[config.mk]
export PLATFORM = sky130hd
export DESIGN_NAME = rf_write_arbiter
export DESIGN_NICKNAME = d
export VERILOG_FILES = /design/src/rtl/rf_arb_pkg.sv /design/src/rtl/rf_dump_seq.sv /design/src/rtl/rf_write_arbiter.sv
export SDC_FILE = /design/constraint.sdc
export NUM_CORES = 1
export LEC_CHECK = 0
export BUFFER_PORTS_ARGS = -buffer_cell sky130_fd_sc_hd__clkbuf_2
export CAP_MARGIN = 10
export CORE_UTILIZATION = 44
export CTS_CLUSTER_DIAMETER = 30
export DETAILED_ROUTE_END_ITERATION = 10
export PLACE_DENSITY = 0.89
export REMOVE_ABC_BUFFERS = 1
export SLEW_MARGIN = 20
export SYNTH_ARGS = -nofsm -noshare
export SYNTH_HDL_FRONTEND = slang
export SYNTH_SLANG_ARGS = --single-unit
export TNS_END_PERCENT = 10
[constraint.sdc]
create_clock -name CLK -period 2.3 [get_ports CLK]
set_clock_uncertainty 0.2 [all_clocks]
set_input_delay 0.46 -clock CLK [delete_from_list [all_inputs] [get_ports CLK]]
set_output_delay 0.46 -clock CLK [all_outputs]
set_load 0.1 [all_outputs]
[src/rtl/rf_arb_pkg.sv]
// Shared types and constants for the register-file write arbiter and its dump sequencer.
// Dump hardware is only built when RF_DUMP_EN is defined.
package rf_arb_pkg;

    localparam int REG_ZERO   = 0;
    localparam int REG_RA     = 31;
    localparam int LINK_SHIFT = 2;

    typedef enum logic [1:0] {
        IDLE  = 2'd0,
        DRAIN = 2'd1,
        DUMP  = 2'd2,
        DONE  = 2'd3
    } dump_state_t;

    // Winner of the single write slot on a given edge.
    typedef enum logic [2:0] {
        SRC_NONE = 3'd0,
        SRC_WB   = 3'd1,
        SRC_JBUF = 3'd2,
        SRC_JAL  = 3'd3,
        SRC_DBG  = 3'd4
    } wr_src_t;

endpackage

[src/rtl/rf_dump_seq.sv]
// Register dump sequencer: drains pending JAL work, walks every register through a read port,
// and flags WB writes that land while the walk is in progress.
module rf_dump_seq
    import rf_arb_pkg::*;
#(
    parameter int NREGS = 32,
    parameter int DW    = 32,
    parameter int AW    = 5
) (
    input  logic          i_clk,
    input  logic          i_rst_n,
    input  logic          i_dump_req,
    input  logic          i_buf_empty,
    input  logic          i_wb_we,
    input  logic          i_wb_wr,
    input  logic [DW-1:0] i_dump_rdata,
    output logic          o_fsm_idle,
    output logic [AW-1:0] o_dump_raddr,
    output logic          o_dump_valid,
    output logic [AW-1:0] o_dump_idx,
    output logic [DW-1:0] o_dump_data,
    output logic          o_dump_done,
    output logic          o_dump_dirty
);

    localparam logic [AW-1:0] LAST_IDX = AW'(NREGS - 1);

    dump_state_t   r_state;
    dump_state_t   w_next;
    logic [AW-1:0] r_idx;
    logic          r_valid;
    logic [AW-1:0] r_idx_out;
    logic [DW-1:0] r_data;
    logic          r_dirty;

    // NOTE: every combinational output gets a default first, so no path can infer a latch.
    always_comb begin
        w_next = r_state;
        case (r_state)
            IDLE:    if (i_dump_req)              w_next = DRAIN;
            DRAIN:   if (i_buf_empty && !i_wb_we) w_next = DUMP;
            DUMP:    if (r_idx == LAST_IDX)       w_next = DONE;
            DONE:                                 w_next = IDLE;
            default:                              w_next = IDLE;
        endcase
    end

    // NOTE: state is updated with non-blocking assignments so every register sees pre-edge values.
    always_ff @(posedge i_clk) begin
        if (!i_rst_n) begin
            r_state   <= IDLE;
            r_idx     <= '0;
            r_valid   <= 1'b0;
            r_idx_out <= '0;
            r_data    <= '0;
            r_dirty   <= 1'b0;
        end else begin
            r_state <= w_next;
            r_idx   <= (r_state == DUMP) ? r_idx + AW'(1) : '0;
            r_valid <= (r_state == DUMP);
            if (r_state == DUMP) begin
                r_idx_out <= r_idx;
                r_data    <= i_dump_rdata;
            end
            if (r_state == IDLE && i_dump_req)
                r_dirty <= 1'b0;
            else if (r_state == DUMP && i_wb_wr)
                r_dirty <= 1'b1;
        end
    end

    assign o_fsm_idle   = (r_state == IDLE);
    assign o_dump_raddr = (r_state == DUMP) ? r_idx : '0;
    assign o_dump_valid = r_valid;
    assign o_dump_idx   = r_idx_out;
    assign o_dump_data  = r_data;
    assign o_dump_done  = (r_state == DONE);
    assign o_dump_dirty = r_dirty;

endmodule

[src/rtl/rf_write_arbiter.sv]
// Fixed-priority arbiter (WB > JAL > debug) for the register file's single write port, with a
// one-entry JAL holding buffer. Define RF_DUMP_EN to add the register dump sequencer.
module rf_write_arbiter
    import rf_arb_pkg::*;
#(
    parameter int NREGS = 32,
    parameter int DW    = 32,
    parameter int AW    = 5
) (
    input  logic          CLK,
    input  logic          RST_N,
    input  logic          wb_we,
    input  logic [AW-1:0] wb_addr,
    input  logic [DW-1:0] wb_data,
    input  logic          jal_we,
    input  logic [DW-1:0] jal_link,
    input  logic          dbg_valid,
    output logic          dbg_ready,
    input  logic [AW-1:0] dbg_addr,
    input  logic [DW-1:0] dbg_data,
    output logic          rf_we,
    output logic [AW-1:0] rf_waddr,
    output logic [DW-1:0] rf_wdata,
    output logic          stall,
    output logic          ovf_err,
    input  logic          dump_req,
    output logic [AW-1:0] dump_raddr,
    input  logic [DW-1:0] dump_rdata,
    output logic          dump_valid,
    output logic [AW-1:0] dump_idx,
    output logic [DW-1:0] dump_data,
    output logic          dump_done,
    output logic          dump_dirty
);

    localparam logic [AW-1:0] ADDR_ZERO = AW'(REG_ZERO);
    localparam logic [AW-1:0] ADDR_RA   = AW'(REG_RA);

    logic          r_jal_buf_vld;
    logic [DW-1:0] r_jal_buf_data;
    logic          w_fsm_idle;
    logic          w_wb_wr;
    logic          w_jal_live;
    logic [DW-1:0] w_jal_data;
    logic          w_dbg_wr;
    wr_src_t       w_src;
    logic [AW-1:0] w_waddr;
    logic [DW-1:0] w_wdata;

    // Writes to register 0 never occupy the slot.
    assign w_wb_wr    = wb_we && (wb_addr != ADDR_ZERO);
    assign w_jal_live = jal_we && !stall;
    assign w_jal_data = jal_link << LINK_SHIFT;
    assign w_dbg_wr   = dbg_valid && dbg_ready && (dbg_addr != ADDR_ZERO);

    assign stall     = r_jal_buf_vld || !w_fsm_idle;
    assign dbg_ready = RST_N && w_fsm_idle && !wb_we && !jal_we && !r_jal_buf_vld;

    always_comb begin
        w_src = SRC_NONE;
        if (w_wb_wr)
            w_src = SRC_WB;
        else if (r_jal_buf_vld)
            w_src = SRC_JBUF;
        else if (w_jal_live)
            w_src = SRC_JAL;
        else if (w_dbg_wr)
            w_src = SRC_DBG;
    end

    always_comb begin
        w_waddr = '0;
        w_wdata = '0;
        case (w_src)
            SRC_WB:   begin w_waddr = wb_addr;  w_wdata = wb_data;        end
            SRC_JBUF: begin w_waddr = ADDR_RA;  w_wdata = r_jal_buf_data; end
            SRC_JAL:  begin w_waddr = ADDR_RA;  w_wdata = w_jal_data;     end
            SRC_DBG:  begin w_waddr = dbg_addr; w_wdata = dbg_data;       end
            default:  begin w_waddr = '0;       w_wdata = '0;             end
        endcase
    end

    always_ff @(posedge CLK) begin
        if (!RST_N) begin
            rf_we          <= 1'b0;
            rf_waddr       <= '0;
            rf_wdata       <= '0;
            r_jal_buf_vld  <= 1'b0;
            r_jal_buf_data <= '0;
            ovf_err        <= 1'b0;
        end else begin
            rf_we <= (w_src != SRC_NONE);
            if (w_src != SRC_NONE) begin
                rf_waddr <= w_waddr;
                rf_wdata <= w_wdata;
            end

            // A WB write to the link register supersedes an older buffered JAL.
            if (w_wb_wr && w_jal_live) begin
                r_jal_buf_vld  <= 1'b1;
                r_jal_buf_data <= w_jal_data;
            end else if (r_jal_buf_vld && (!w_wb_wr || wb_addr == ADDR_RA)) begin
                r_jal_buf_vld <= 1'b0;
            end

            if (jal_we && stall)
                ovf_err <= 1'b1;
        end
    end

`ifdef RF_DUMP_EN
    rf_dump_seq #(
        .NREGS (NREGS),
        .DW    (DW),
        .AW    (AW)
    ) u_dump_seq (
        .i_clk        (CLK),
        .i_rst_n      (RST_N),
        .i_dump_req   (dump_req),
        .i_buf_empty  (!r_jal_buf_vld),
        .i_wb_we      (wb_we),
        .i_wb_wr      (w_wb_wr),
        .i_dump_rdata (dump_rdata),
        .o_fsm_idle   (w_fsm_idle),
        .o_dump_raddr (dump_raddr),
        .o_dump_valid (dump_valid),
        .o_dump_idx   (dump_idx),
        .o_dump_data  (dump_data),
        .o_dump_done  (dump_done),
        .o_dump_dirty (dump_dirty)
    );
`else
    logic w_unused_dump;

    assign w_unused_dump = ^{dump_req, dump_rdata, (NREGS > 0)};
    assign w_fsm_idle    = 1'b1;
    assign dump_raddr    = '0;
    assign dump_valid    = 1'b0;
    assign dump_idx      = '0;
    assign dump_data     = '0;
    assign dump_done     = 1'b0;
    assign dump_dirty    = 1'b0;
`endif

endmodule

# Word level (Yosys, flattened, before mapping)
# Index checks and enable logic that the tools add are counted.
word_totals:
  reg_bits: 70
  latch_bits: 0
  ram_bits: 0
  romBits: 0
  in_bits: 144
  output_inout_bits: 86
  wordCells: 39
  memories: 0
classes:
  n_addsub: 0
  multipliers: 0
  div: 0
  magnitude_cmp: 0
  n_eq_ne: 5
  n_shift: 0
  n_mux: 8
  bitwise: 0
  reduce_logical: 20
op_table:
  columns: ["cell", "n"]
  rows:
  - ["32-bit one-hot mux with 4 select lines", 1]
  - ["5-bit one-hot mux with 3 select lines", 1]
  - ["3-bit two-way mux", 4]
  - ["1-bit logical AND", 10]
  - ["5-bit nonzero test", 2]
  - ["3-bit by 2-bit == test with 1-bit output (second input constant)", 2]
  - ["5-bit == test (second input constant)", 1]
  - ["1-bit zero test", 4]
  - ["3-bit by 1-bit == test with 1-bit output (second input constant)", 1]
  - ["3-bit == test (second input constant)", 1]
  - ["3-bit nonzero test", 1]
  - ["1-bit two-way mux", 2]
  - ["2-bit nonzero test", 1]
  - ["2-bit OR reduction", 1]
  - ["1-bit logical OR", 1]

# Depth between registers and ports, before layout
depth:
  depth_word: 13
  mapped_depth: 8
  ltp_nobuf: 5

# Worst setup path before layout
# OpenSTA, ideal clock, no wires.
synth_timing:
  path_kind: "flip-flop to flip-flop"
  startpoint: "register r_jal_buf_vld (netlist: stall)"
  endpoint: "register rf_wdata[11]"
  setup_ns: 0.071
  arrival_time_ns: 2.996
  required_ns: 2.029
  slack_ns: -0.967
  stages_incl_launch_ff: 7
  path_buffers: 1
  synth_period_minus_slack_ns: 3.267
  path_cell_list: "dfxtp_1 > nor4b_4 > o311ai_2 > nand2_2 > clkbuf_1 > o21ai_0 > a21oi_1"
synth_via:
  elab_chain_cells: 10
  word_cells_on_any_way: 15
  classes_between: "eq/ne: 4; mux: 5; reduce/logical: 6"
synth_rtl:
  columns: ["element", "line_no", "rtl"]
  rows:
  - ["start: declaration", "rf_write_arbiter.sv:39", "logic r_jal_buf_vld;"]
  - ["start signal: assignment", "rf_write_arbiter.sv:88", "r_jal_buf_vld <= 1'b0;"]
  - ["start signal: assignment", "rf_write_arbiter.sv:100", "r_jal_buf_vld <= 1'b1;"]
  - ["start signal: assignment", "rf_write_arbiter.sv:103", "r_jal_buf_vld <= 1'b0;"]
  - ["1-bit zero test *", "rf_write_arbiter.sv:57", "assign dbg_ready = RST_N && w_fsm_idle && !wb_we && !jal_we && !r_jal_buf_vld;"]
  - ["1-bit logical AND *", "rf_write_arbiter.sv:57", null]
  - ["via dbg_ready", "rf_write_arbiter.sv:18", "output logic dbg_ready,"]
  - ["1-bit logical AND * (2 in a row)", "rf_write_arbiter.sv:54", "assign w_dbg_wr = dbg_valid && dbg_ready && (dbg_addr != ADDR_ZERO);"]
  - ["3-bit two-way mux *", "rf_write_arbiter.sv:67", "else if (w_dbg_wr)"]
  - ["3-bit two-way mux *", "rf_write_arbiter.sv:65", "else if (w_jal_live)"]
  - ["3-bit two-way mux *", "rf_write_arbiter.sv:63", "else if (r_jal_buf_vld)"]
  - ["3-bit two-way mux *", "rf_write_arbiter.sv:61", "if (w_wb_wr)"]
  - ["3-bit == test, or another cell as far along", "rf_write_arbiter.sv:74", "case (w_src)"]
  - ["32-bit one-hot mux with 4 select lines", "rf_write_arbiter.sv:74", null]
  - ["end signal: assignment", "rf_write_arbiter.sv:95", "rf_wdata <= w_wdata;"]
  - ["end: declaration", "rf_write_arbiter.sv:23", "output logic [DW-1:0] rf_wdata,"]
# Mark *: on every way through the listed nets, which the timed path passes. The rest lies on a longest branch.
# A chain may end at the register's enable or synchronous reset.

# Final worst setup path
layout_timing:
  startpoint: "register r_jal_buf_vld (netlist: stall)"
  endpoint: "output dbg_ready"
layout_via:
  elab_chain_cells: 2
layout_rtl:
  columns: ["element", "line_no"]
  rows:
  - ["1-bit zero test", "rf_write_arbiter.sv:57"]
  - ["1-bit logical AND", "rf_write_arbiter.sv:57"]
  - ["end: declaration", "rf_write_arbiter.sv:18"]
# No other way between the ends.

==> run_results.csv <==
group,metric,value,unit
run_status,status,"complete, no violations",
clock_tree,cts_tree,"built",
sta,tns,0,ns
clock_tree,clk-insertion-delay-late,0.33,ns
floorplanning,core,0.00834,mm2
setup_path,rr_worst_depth,6,
finish,nNetsFinal,760,
sta,whs,0.195,ns
setup_path,cp.required,1.64,ns
sta,slew_headroom,59.8,%
yosys,synth_top_area_cell,"dfxtp_1",
floorplanning,die_x,95.5,um
finish,drive_above_1_share,30.8,%
yosys,synthArstFlopShare,0,%
place,routabilityCongestion,0.821,
yosys,synth_flop_cell,"dfxtp_1",
power,leakage,2.29,nW
clock_tree,htreeDepth,3,
sta,fin_ws,0.271,ns
yosys,ys_warn_count,0,
setup_path,worstSetupEndpoint,"dbg_ready",
routing,drtPass1Iterations,5,
clock_tree,post_cts_resized,0,
clock_tree,hold_buffers,0,
clock_tree,clk_path_buf_depth,2,
routing,routed_wl,10600,um
global_route,grt_pass1_wl,16000,um
place,place_worst_setup_slack,-0.000923,ns
sta,fin_crit_sh,88.2,%
routing,via_count,3836,
setup_path,max_stage_delay,0.35,ns
setup_path,rr_endpoint,"rf_wdata[16]$_SDFFE_PN0P_",
yosys,synth.distinct_cells,37,
finish,final_cells,725,
clock_tree,cts_made_buffers,9,
finish,nFillCells,756,
yosys,synth_area_leaders,"dfxtp_1 36%, o21ai_0 11%, buf_4 8.8%",
routing,wl_per_cell,14.7,um
global_route,grt_max_degree,74,
setup_path,crit_chain,"nor4b_4, buf_4, buf_12",
sta,rsz0062_at_grt,"no",
run,maxCapViolations,0,
sta,fmax,493,MHz
routing,drtIter0Drc,178,
setup_path,cp_max_fo,4,
power,powerDensity,751,mW/mm2
setup_path,startpoint,"stall$_SDFFE_PN0P_",
sta,finalMaxSlewViolations,0,
floorplanning,initial_core_util,46.1,%
finish,antenna_cells,0,
routing,vias_per_cell,5.29,
global_route,antenna_found_initial,0,
setup_path,cp-end-kind,"output pin",
setup_path,r2r_start,"stall$_SDFFE_PN0P_",
yosys,syn_area_per_cell,8.07,um2
clock_tree,postCtsSetupBuffers,0,
place,dp.cells,710,
yosys,yosysSeqAreaShare,36.4,%
sta,hold_viol,0,
place,dp.final_hpwl,7610,um
sta,setup_violations,0,
sta,worst_slew_pin_slew,0.602,ns
yosys,syn_area,0.00385,mm2
clock_tree,cts.sinks,70,
floorplanning,die_h,95.5,um
routing,drc,0,
finish,area_growth_syn_to_layout,24.3,%
yosys,synth_cells,477,
setup_path,start_kind,"flop",
power,power.total,3.59,mW
routing,ant_nets,0,
min_path,holdCritPathClass,"in -> reg",
sta,post-route-min-period,2.03,ns
global_route,overflow,0,
floorplanning,io_pins,230,
setup_path,ff2ff_setup_slack,0.42,ns
yosys,synth-edff-count,0,
setup_path,cp_slowest_cell,"dfxtp_2",
global_route,grt_pass1_vias,3534,
yosys,synth_seq_cells,70,
global_route,grt_use_total,22.7,%
yosys,synth_top_cell_area_share,36.4,%
clock_tree,clk_pin_slew,0.07,ns
floorplanning,die_area,0.00913,mm2
place,numPortBuffers,149,
floorplanning,rows,33,
clock_tree,clockRootBuffer,"clkbuf_8",
setup_path,crit_type,"reg -> out",
power,ir_drop,0.000341,V
setup_path,worstPathArrival,1.37,ns
## cells by family (layout without fill, tap and decap cells)
group | Yosys count | after routing | synth area share [%]
AOI/OAI and AO/OA | 176 | 176 | 26.2
buffers and inverters | 85 | 184 | 14.5
DFF | 70 | 70 | 36.4
muxes | 30 | 30 | 7.80
other | 1 | 45 | 0.0974
and+or+nand+nor | 115 | 115 | 15.0
## per-layer routing
| metal | routed length, um | track usage (%) | vias up |
|---|---|---|---|
| li1 | - | - | 1854 |
| met1 | 4280 | 25.8 | 1741 |
| met2 | 5260 | 40.2 | 218 |
| met3 | 853 | 5.58 | 23 |
| met4 | 250 | 9.33 | 0 |
| met5 | 0 | 0 | - |
## how the worst min path moves through the flow
stage / startpoint / to / slack (ns) / cells past startpoint
final: jal_link[1] / r_jal_buf_data[3]$_SDFFE_PN0P_ / 0.20 / 3
after global routing: jal_link[1] / r_jal_buf_data[3]$_SDFFE_PN0P_ / 0.19 / 3
after CTS: jal_link[29] / r_jal_buf_data[31]$_SDFFE_PN0P_ / 0.18 / 3
after detailed placement: rf_waddr[2]$_SDFFE_PN0P_ / rf_waddr[2]$_SDFFE_PN0P_ / 0.27 / 2
after global placement: rf_waddr[2]$_SDFFE_PN0P_ / rf_waddr[2]$_SDFFE_PN0P_ / 0.25 / 2
after floorplan: r_jal_buf_data[31]$_SDFFE_PN0P_ / r_jal_buf_data[31]$_SDFFE_PN0P_ / 0.29 / 2
## per-stage QoR
step / util (%) / area [um2]
after floorplan: - / 3460
after detailed placement: 55.1 / 4590
after global routing: 57.4 / 4780
after global placement: 55.1 / 4590
after CTS: 57.4 / 4780
final: 57.4 / 4780
## flip-flops by register name, summed over array words and instances (netlist names)
signal / count
stall: 1
rf_we: 1
rf_waddr: 5
r_jal_buf_data: 30
ovf_err: 1
rf_wdata: 32
## synth_stat cells, types with 3 or more instances
library cell  instances
a21oi_1              36
a22oi_1              30
buf_1                 5
buf_12                3
buf_2                 7
buf_4                45
clkbuf_1             21
clkbuf_2              3
dfxtp_1              70
mux2i_1              30
nand2_1              65
nor2_1                6
nor2b_1              31
o21ai_0              88
o21ai_1              10
## critical path, delay by kind of cell (launching register included)
family | cells | cell delay, ns
and+or+nand+nor | 1 | 0.33
buffers and inverters | 2 | 0.36
DFF | 1 | 0.35
## cell usage in the layout (no fill, tap or decap), drive strengths merged
cell      netlist  final
or2             1      1
o211a           2      2
nor2b          31     31
a211oi          1      1
or3             2      2
nand3b          1      1
dfxtp          70     70
o311a           1      1
mux2i          30     30
clkinvlp        0      1
clkinv          0      2
o21a            2      2
o2bb2ai         1      1
o31a            1      1
a21oi          36     36
and2            2      2
nor4b           1      1
nand2          66     66
a22oi          30     30
nor3            1      1
buf            61     22
nand4           2      2
bufinv          0      1
or4             1      1
a41o            1      1
o311ai          1      1
clkbuf         24    158
nor2            7      7
o211ai          1      1
conb            1     45
o221ai          1      1
o21ai          98     98
## cell type report
class | count | area [um2] | area share [%]
repair buffers | 169 | 1000 | 20.9
clock inverters | 4 | 47.5 | 0.994
flip-flops and latches | 70 | 1400 | 29.3
clock buffers | 11 | 141 | 2.96
multi-input cells | 366 | 2060 | 43.1
well taps | 105 | 131 | 2.75
## where the power goes
part	leakage [nW]	switching [mW]	internal, mW	total (mW)
Clock	0.0952	0.459	0.522	0.981
Combinational	1.62	1.01	0.263	1.27
Sequential	0.578	0.0415	1.30	1.34
Total	2.29	1.51	2.08	3.59
No activity file was read; power rests on OpenSTA's default activity.
